File: config.mk
export PLATFORM = sky130hd
export DESIGN_NAME = vga_timing_gen_flat
export DESIGN_NICKNAME = d
export VERILOG_FILES = /design/src/rtl/vga_if.sv /design/src/rtl/vga_timing_gen.sv /design/src/flat_wrapper.sv
export SDC_FILE = /design/constraint.sdc
export NUM_CORES = 1
export LEC_CHECK = 0
export BUFFER_PORTS_ARGS = -buffer_cell sky130_fd_sc_hd__buf_2
export CORE_ASPECT_RATIO = 0.8
export CORE_MARGIN = 2
export CORE_UTILIZATION = 53
export DETAILED_ROUTE_END_ITERATION = 12
export PLACE_DENSITY = 0.87
export SLEW_MARGIN = 15
export SYNTH_ARGS = -nofsm -noshare
export SYNTH_HDL_FRONTEND = slang
export SYNTH_SLANG_ARGS = --single-unit
File: constraint.sdc
create_clock -name clk -period 2.6 [get_ports clk]
set_input_delay 0.13 -clock clk [delete_from_list [all_inputs] [get_ports clk]]
set_output_delay 0.13 -clock clk [all_outputs]
set_load 0.005 [all_outputs]
File: src/rtl/vga_if.sv
// VGA raster bundle: pixel position, sync/blank flags and colour.
// The timing generator drives it through the out modport; draw stages consume it through in.
interface vga_if;
  logic [10:0] hcount;
  logic [10:0] vcount;
  logic        hsync;
  logic        hblnk;
  logic        vsync;
  logic        vblnk;
  logic [11:0] rgb;

  modport out (
    output hcount, vcount, hsync, hblnk, vsync, vblnk, rgb
  );

  modport in (
    input hcount, vcount, hsync, hblnk, vsync, vblnk, rgb
  );
endinterface

File: src/rtl/vga_timing_gen.sv
// VGA raster timing generator: registered counters, sync and blank flags, plus a frame_start pulse.
// Optional 16-bit frame counter is enabled by defining VGA_TIMING_FRAME_CNT_EN.
module vga_timing_gen #(
  parameter int H_ACTIVE = 800,
  parameter int H_FP     = 40,
  parameter int H_SYNC   = 128,
  parameter int H_BP     = 88,
  parameter int V_ACTIVE = 600,
  parameter int V_FP     = 1,
  parameter int V_SYNC   = 4,
  parameter int V_BP     = 23,
  parameter bit SYNC_POL = 1'b1
) (
  input  logic       clk,
  input  logic       rst_n,
  input  logic       pix_en,
  vga_if.out         vga_out,
`ifdef VGA_TIMING_FRAME_CNT_EN
  output logic       frame_start,
  output logic [15:0] frame_cnt
`else
  output logic       frame_start
`endif
);

  localparam int H_TOTAL = H_ACTIVE + H_FP + H_SYNC + H_BP;
  localparam int V_TOTAL = V_ACTIVE + V_FP + V_SYNC + V_BP;

  // 12-bit thresholds so a sync window ending exactly at 2048 still compares correctly.
  localparam logic [11:0] H_BLANK_START = 12'(H_ACTIVE);
  localparam logic [11:0] H_SYNC_START  = 12'(H_ACTIVE + H_FP);
  localparam logic [11:0] H_SYNC_END    = 12'(H_ACTIVE + H_FP + H_SYNC);
  localparam logic [11:0] V_BLANK_START = 12'(V_ACTIVE);
  localparam logic [11:0] V_SYNC_START  = 12'(V_ACTIVE + V_FP);
  localparam logic [11:0] V_SYNC_END    = 12'(V_ACTIVE + V_FP + V_SYNC);
  localparam logic [10:0] H_LAST        = 11'(H_TOTAL - 1);
  localparam logic [10:0] V_LAST        = 11'(V_TOTAL - 1);

  generate
    if (H_TOTAL > 2048 || V_TOTAL > 2048) begin : g_total_too_big
      $error("vga_timing_gen: H_TOTAL and V_TOTAL must not exceed 2048");
    end
  endgenerate

  logic        rst_meta;
  logic        rst_sync;
  logic        advance;
  logic        h_last;
  logic        v_last;
  logic [10:0] h_next;
  logic [10:0] v_next;
  logic        hblnk_next;
  logic        vblnk_next;
  logic        hsync_next;
  logic        vsync_next;

  logic [10:0] hcount_q;
  logic [10:0] vcount_q;
  logic        hsync_q;
  logic        hblnk_q;
  logic        vsync_q;
  logic        vblnk_q;

  // Reset asserts asynchronously but only releases the counters two clocks later.
  always_ff @(posedge clk or negedge rst_n) begin
    if (!rst_n) begin
      rst_meta <= 1'b0;
      rst_sync <= 1'b0;
    end else begin
      rst_meta <= 1'b1;
      rst_sync <= rst_meta;
    end
  end

  assign advance = pix_en & rst_sync;
  assign h_last  = (hcount_q == H_LAST);
  assign v_last  = (vcount_q == V_LAST);

  always_comb begin
    h_next = hcount_q;
    v_next = vcount_q;
    if (advance) begin
      if (h_last) begin
        h_next = 11'd0;
        v_next = v_last ? 11'd0 : vcount_q + 11'd1;
      end else begin
        h_next = hcount_q + 11'd1;
      end
    end
  end

  // Flags decode the next-state position so they land in the same cycle as the counters.
  always_comb begin
    hblnk_next = ({1'b0, h_next} >= H_BLANK_START);
    vblnk_next = ({1'b0, v_next} >= V_BLANK_START);
    hsync_next = (({1'b0, h_next} >= H_SYNC_START) && ({1'b0, h_next} < H_SYNC_END))
                 ? SYNC_POL : ~SYNC_POL;
    vsync_next = (({1'b0, v_next} >= V_SYNC_START) && ({1'b0, v_next} < V_SYNC_END))
                 ? SYNC_POL : ~SYNC_POL;
  end

  always_ff @(posedge clk or negedge rst_n) begin
    if (!rst_n) begin
      hcount_q    <= 11'd0;
      vcount_q    <= 11'd0;
      hblnk_q     <= 1'b0;
      vblnk_q     <= 1'b0;
      hsync_q     <= ~SYNC_POL;
      vsync_q     <= ~SYNC_POL;
      frame_start <= 1'b0;
    end else begin
      hcount_q    <= h_next;
      vcount_q    <= v_next;
      hblnk_q     <= hblnk_next;
      vblnk_q     <= vblnk_next;
      hsync_q     <= hsync_next;
      vsync_q     <= vsync_next;
      frame_start <= advance & h_last & v_last;
    end
  end

`ifdef VGA_TIMING_FRAME_CNT_EN
  always_ff @(posedge clk or negedge rst_n) begin
    if (!rst_n) begin
      frame_cnt <= 16'd0;
    end else if (advance && h_last && v_last) begin
      frame_cnt <= frame_cnt + 16'd1;
    end
  end
`endif

  assign vga_out.hcount = hcount_q;
  assign vga_out.vcount = vcount_q;
  assign vga_out.hsync  = hsync_q;
  assign vga_out.hblnk  = hblnk_q;
  assign vga_out.vsync  = vsync_q;
  assign vga_out.vblnk  = vblnk_q;
  assign vga_out.rgb    = 12'h000;

endmodule

File: src/flat_wrapper.sv
// flat-port wrapper written by rule: the top's interface ports become plain ports
module vga_timing_gen_flat 
#(
  parameter int H_ACTIVE = 800,
  parameter int H_FP     = 40,
  parameter int H_SYNC   = 128,
  parameter int H_BP     = 88,
  parameter int V_ACTIVE = 600,
  parameter int V_FP     = 1,
  parameter int V_SYNC   = 4,
  parameter int V_BP     = 23,
  parameter bit SYNC_POL = 1'b1
)
  (clk, rst_n, pix_en, frame_start, vga_out_hcount, vga_out_vcount, vga_out_hsync, vga_out_hblnk, vga_out_vsync, vga_out_vblnk, vga_out_rgb);
  vga_if vga_out_i ();
  input  logic clk;
  input  logic rst_n;
  input  logic pix_en;
  output logic frame_start;
  output wire logic [$bits(vga_out_i.hcount)-1:0] vga_out_hcount;
  output wire logic [$bits(vga_out_i.vcount)-1:0] vga_out_vcount;
  output wire logic [$bits(vga_out_i.hsync)-1:0] vga_out_hsync;
  output wire logic [$bits(vga_out_i.hblnk)-1:0] vga_out_hblnk;
  output wire logic [$bits(vga_out_i.vsync)-1:0] vga_out_vsync;
  output wire logic [$bits(vga_out_i.vblnk)-1:0] vga_out_vblnk;
  output wire logic [$bits(vga_out_i.rgb)-1:0] vga_out_rgb;
  assign vga_out_hcount = vga_out_i.hcount;
  assign vga_out_vcount = vga_out_i.vcount;
  assign vga_out_hsync = vga_out_i.hsync;
  assign vga_out_hblnk = vga_out_i.hblnk;
  assign vga_out_vsync = vga_out_i.vsync;
  assign vga_out_vblnk = vga_out_i.vblnk;
  assign vga_out_rgb = vga_out_i.rgb;
  vga_timing_gen #(.H_ACTIVE(H_ACTIVE), .H_FP(H_FP), .H_SYNC(H_SYNC), .H_BP(H_BP), .V_ACTIVE(V_ACTIVE), .V_FP(V_FP), .V_SYNC(V_SYNC), .V_BP(V_BP), .SYNC_POL(SYNC_POL)) u_core (.clk(clk), .rst_n(rst_n), .pix_en(pix_en), .vga_out(vga_out_i), .frame_start(frame_start));
endmodule
* Yosys cells after proc, flatten, opt, wreduce, memory -nomap -nowiden
Cells that the tools add are included.
Cells by class: muxes and demuxes 7, bitwise logic cells 3, equality and inequality tests 2, reduce and logical (&&, ||, !) cells 2, order comparisons 6, $add $sub $neg 2
Operator list (number):
- $mux 11 | 5
- $ge 11x10->1 const B | 4
- $add 11x1->11 const B | 2
- $lt 11x10->1 const B | 2
- $eq 11x10->1 const B | 1
- $eq 11x11->1 const B | 1
- $and 1x1->1 | 3
- $logic_and 1x1->1 | 2
- $mux 1 | 2
Word-level totals: logic and storage cells 31, register bits 29, bits of input ports 3, output and inout bits 39

* Logic depth before layout (Yosys ltp)
word-level depth 7, depth in mapped cells 8, gate-level depth less buffers 7

* Worst setup path before layout
Ideal clock, no wire load.
path type reg-to-reg, start reg u_core.hcount_q[5] (netlist: u_core.vga_out.hcount[5]), end reg u_core.vblnk_q (netlist: u_core.vga_out.vblnk), arrival time 2.286 ns, library setup time 0.126 ns, stages on the path, launching flop included 8, buffers on the path 2, path slack 0.188 ns, data required time 2.474 ns, cell sequence dfrtp_1 -> buf_6 -> or4b_4 -> or4_4 -> buf_6 -> o211ai_1 -> nand3_1 -> a311o_1
Between the ends: longest elaborated chain between the ends 4
RTL lines:
- start: declaration | RTL line vga_timing_gen.sv:57 | logic [10:0] hcount_q;
- start signal: assignment | RTL line vga_timing_gen.sv:112 | hcount_q <= h_next;
- $eq 11x11->1 | RTL line vga_timing_gen.sv:76 | assign h_last = (hcount_q == H_LAST);
- $mux 11 | RTL line vga_timing_gen.sv:83 | if (h_last) begin
- $mux 11 | RTL line vga_timing_gen.sv:82 | if (advance) begin
- $ge 11x10->1 | RTL line vga_timing_gen.sv:95 | vblnk_next = ({1'b0, v_next} >= V_BLANK_START);
- net u_core.vblnk_next | RTL line vga_timing_gen.sv:53 | logic vblnk_next;
- end signal: assignment | RTL line vga_timing_gen.sv:115 | vblnk_q <= vblnk_next;
- end: declaration | RTL line vga_timing_gen.sv:62 | logic vblnk_q;
The timed path passes the listed nets, and every way through them passes these cells.

* Worst setup path after layout
start reg u_core.hcount_q[8] (netlist: u_core.vga_out.hcount[8]), end reg u_core.vblnk_q (netlist: u_core.vga_out.vblnk)
The elaborated chain is that of the path after synthesis.

==> summary.txt <==
Status
  • Status: complete, no violations

Clocking
  • PostCTS Resize Cnt: 0
  • H-Tree Depth: 2
  • Worst-skew pair later-pin latency: 0.27 ns
  • CTS Buf Count: 5
  • Clock transition at path regs: around 0.050 ns
  • TritonCTS clock tree: done
  • Max Buffers Root-to-Sink: 2
  • Root Buffer: clkbuf_8
  • TritonCTS Sinks: 29

STA
  • RSZ-0062 raised after global routing: no
  • Post-route clock skew: between 0.003 and 0.004 ns
  • Worst Hold Margin: around 0.35 ns
  • Setup TNS: 0 ns
  • Max-slew violation count: 0
  • Worst slew pin tran: 0.613 ns
  • Slew HR: 0.592
  • Hold Fails Final Rpt: 0
  • Final setup violation count: 0
  • Post-route clock period utilization: 0.921
  • Tmin final: about 2.4 ns
  • Max Clock Freq: 418 MHz

Routing
  • Via count: 1477
  • First DRT Iteration DRCs: 106
  • DR WL/cell: 13.8 µm
  • Antenna viol nets, final: 0
  • First-pass DRT Iterations: 4
  • DRC viols: 0
  • Via/cell ratio: roughly 5.6
  • Total length of routed wires: between 3000 and 4000 µm

Layout
  • Fin nets: 230
  • Diodes inserted: 0
  • P&R area growth vs syn: 14.1%
  • Fillers: 275
  • Share of post-route cells with drive strength above 1: 0.222

Floorplan
  • Core area: 3150 µm²
  • Initial Utilization: 0.565
  • Die X: 68.8 µm
  • Top Ports: 42
  • Height of the die: 55.8 µm
  • Rows: 18
  • Die area: 3840 µm²

Global routing
  • Overflow after GRT: 0
  • Initial antenna violation count: 0
  • Largest net degree at the start of global routing: 30
  • Vias in the first global route: 1324
  • First-pass GRT wire length: 6130 µm
  • GRT Total Usage: 0.212

Placed design
  • PortBufs: 29
  • Routability Congestion: 0.903
  • Dpl hpwl: around 2800 µm

Yosys
  • Synth Area in Compound Gates: 0.118
  • Cells after Synth: between 150 and 200
  • Asr flop ratio synth: 1.00
  • Largest cells by area after synthesis: dfrtp_1, xnor2_1, buf_4
  • Library cells used by synthesis: 47
  • Syn avg cell area: 9.37 µm²
  • Register area share after synthesis: 0.408
  • XOR/XNOR Fraction of Synth Area: 0.0885
  • Ys flop type: dfrtp_1
  • Synth warn: 0
  • Yosys top cell by area: dfrtp_1
  • Adder-Cell Fraction of Synth Area: 0.0141
  • Largest family of logic cells by synthesized area: simple AND/OR/NAND/NOR gates
  • Seq cells post-synth: 29
  • Post-Syn Area: 1780 µm²
  • Share of the synthesized area in the top cell type: 0.408
  • Mux contribution to synthesized area: 0
  • Simple-Gate Fraction of Synth Area: 0.277
  • EDFF count, synth: 0

Worst setup path
  • Worst EP arrival: 2.55 ns
  • WS Path Type: flip-flop to flip-flop
  • Crit. End Element: flip-flop
  • Crit path launch type: flip-flop
  • R2R setup slack: 0.21 ns
  • R2R depth: 5
  • Crit path largest cell delay: 0.60 ns
  • Crit-path cells: or4b_4 -> or4_4 -> nor3_4 -> a311oi_1 -> a311o_1
  • Worst r2r dst: u_core.vga_out.vblnk
  • Crit path required time: 2.76 ns
  • Crit path max fanout: 8
  • CP max stage cell: or4b_4
  • RR Startpoint: u_core.vga_out.hcount[8]

Min path
  • Worst Hold Class: input pin to flip-flop
  • Hold path cells: 4
  • Worst Hold Launch: pix_en
  • Hold Path End: u_core.vga_out.hcount[2]

Power and ir drop
  • Pwr Density: 521 nW/µm²
  • Leakage: between 0.001 and 0.0015 µW
  • Peak ir drop on the vdd network: 0.398 mV

Flow run
  • Max-cap viol count: 0
-- stage by stage --
stage / utilization / instances / total power, µW / area [µm²] / setup slack [ns]
final: 0.644 / 265 / 1060 / 2030 / 0.206
after floorplan: - / 201 / 649 / 1820 / 0.188
after global routing: 0.644 / 265 / 1120 / 2030 / 0.0660
after CTS: 0.644 / 265 / 1070 / 2030 / 0.213
after global placement: 0.613 / 257 / 699 / 1930 / 0.281
after detailed placement: 0.613 / 257 / 706 / 1930 / 0.215
-- report_power, final --
| group | internal, µW | switching [µW] | leakage (µW) | total [µW] |
|---|---|---|---|---|
| clock | 209 | 146 | 0.0000443 | 355 |
| combinational | 71.3 | 85.2 | 0.000585 | 157 |
| sequential | 486 | 59.1 | 0.000383 | 546 |
| total | 767 | 291 | 0.00101 | 1060 |
-- logic make-up after synthesis --
family,count (synthesis)
AOI/OAI and AO/OA,31
xor gates and xnor gates,18
adders and majority gates,2
buffers and inverters,27
DFF,29
other,2
and+or+nand+nor,81
-- worst max-delay path by stage --
| stage | start | to | slack (ns) |
|---|---|---|---|
| final | u_core.vga_out.hcount[8] | u_core.vga_out.vblnk | 0.21 |
| after global routing | u_core.vga_out.hcount[1] | u_core.vga_out.vsync | 0.07 |
| after CTS | u_core.vga_out.hcount[8] | u_core.vga_out.vblnk | 0.21 |
| after detailed placement | u_core.vga_out.hcount[8] | u_core.vga_out.vblnk | 0.21 |
| after global placement | u_core.vga_out.hcount[8] | u_core.vga_out.vblnk | 0.28 |
| after floorplan | u_core.vga_out.hcount[5] | u_core.vga_out.vblnk | 0.19 |
-- repair_timing --
action | CTS | global route
endpoints found under the hold margin | 29 | 0
setup buffers | 0 | 0
hold buffers | 1 | 0
-- cell type report --
class	instances	area [µm²]	share of cell area
multi-input cells	145	935	0.460
flip-flops and latches	29	726	0.357
repair buffers	37	208	0.102
clock buffers	7	86.3	0.0425
well taps	40	50.0	0.0246
inverters	7	26.3	0.0129
-- worst max-delay path: cells and delay by family, from the launching register on --
| family | cells | cell delay [ns] |
|---|---|---|
| flip-flops | 1 | 0.45 |
| AO/OA/AOI/OAI | 2 | 0.46 |
| AND/OR/NAND/NOR | 3 | 1.37 |
-- metal layers --
metal	GRT usage	vias to the layer above	wire length (µm)
met3	0.0425	5	223
met1	0.333	691	1760
met5	0	-	0
met2	0.276	62	1600
li1	-	719	-
met4	0.0952	0	61
-- cell usage in the layout, fill, tap and decap left out, types with 2 or more instances in the layout --
| cell | n |
|---|---|
| nor4b_1 | 2 |
| nor3_1 | 7 |
| xnor2_1 | 12 |
| dfrtp_1 | 29 |
| clkbuf_8 | 6 |
| and3_1 | 4 |
| and2_1 | 2 |
| nand3_1 | 11 |
| buf_4 | 7 |
| nor2_1 | 11 |
| o211ai_1 | 5 |
| nor4_4 | 2 |
| nand2_1 | 18 |
| nand3b_1 | 2 |
| nand2b_1 | 2 |
| ha_1 | 2 |
| a21oi_1 | 5 |
| conb_1 | 13 |
| and4_1 | 2 |
| o21ai_0 | 7 |
| buf_2 | 29 |
| xor2_1 | 6 |
| a21o_1 | 3 |
| nand4_1 | 4 |
| inv_1 | 7 |
| or3_1 | 2 |
| or2_2 | 2 |
| a31oi_1 | 2 |
-- Yosys cell counts, drive strengths merged, types with 3 or more instances --
cell type and count:
nand2 18, xnor2 12, nor4 3, dfrtp 29
nand4 4, clkbuf 6, nand3 11, nor3 8
nor2 11, xor2 6, a21o 3, or4b 3
inv 7, o21ai 8, and3 4, buf 14
o211ai 5, a21oi 5
(Power assumes the default switching activity.)
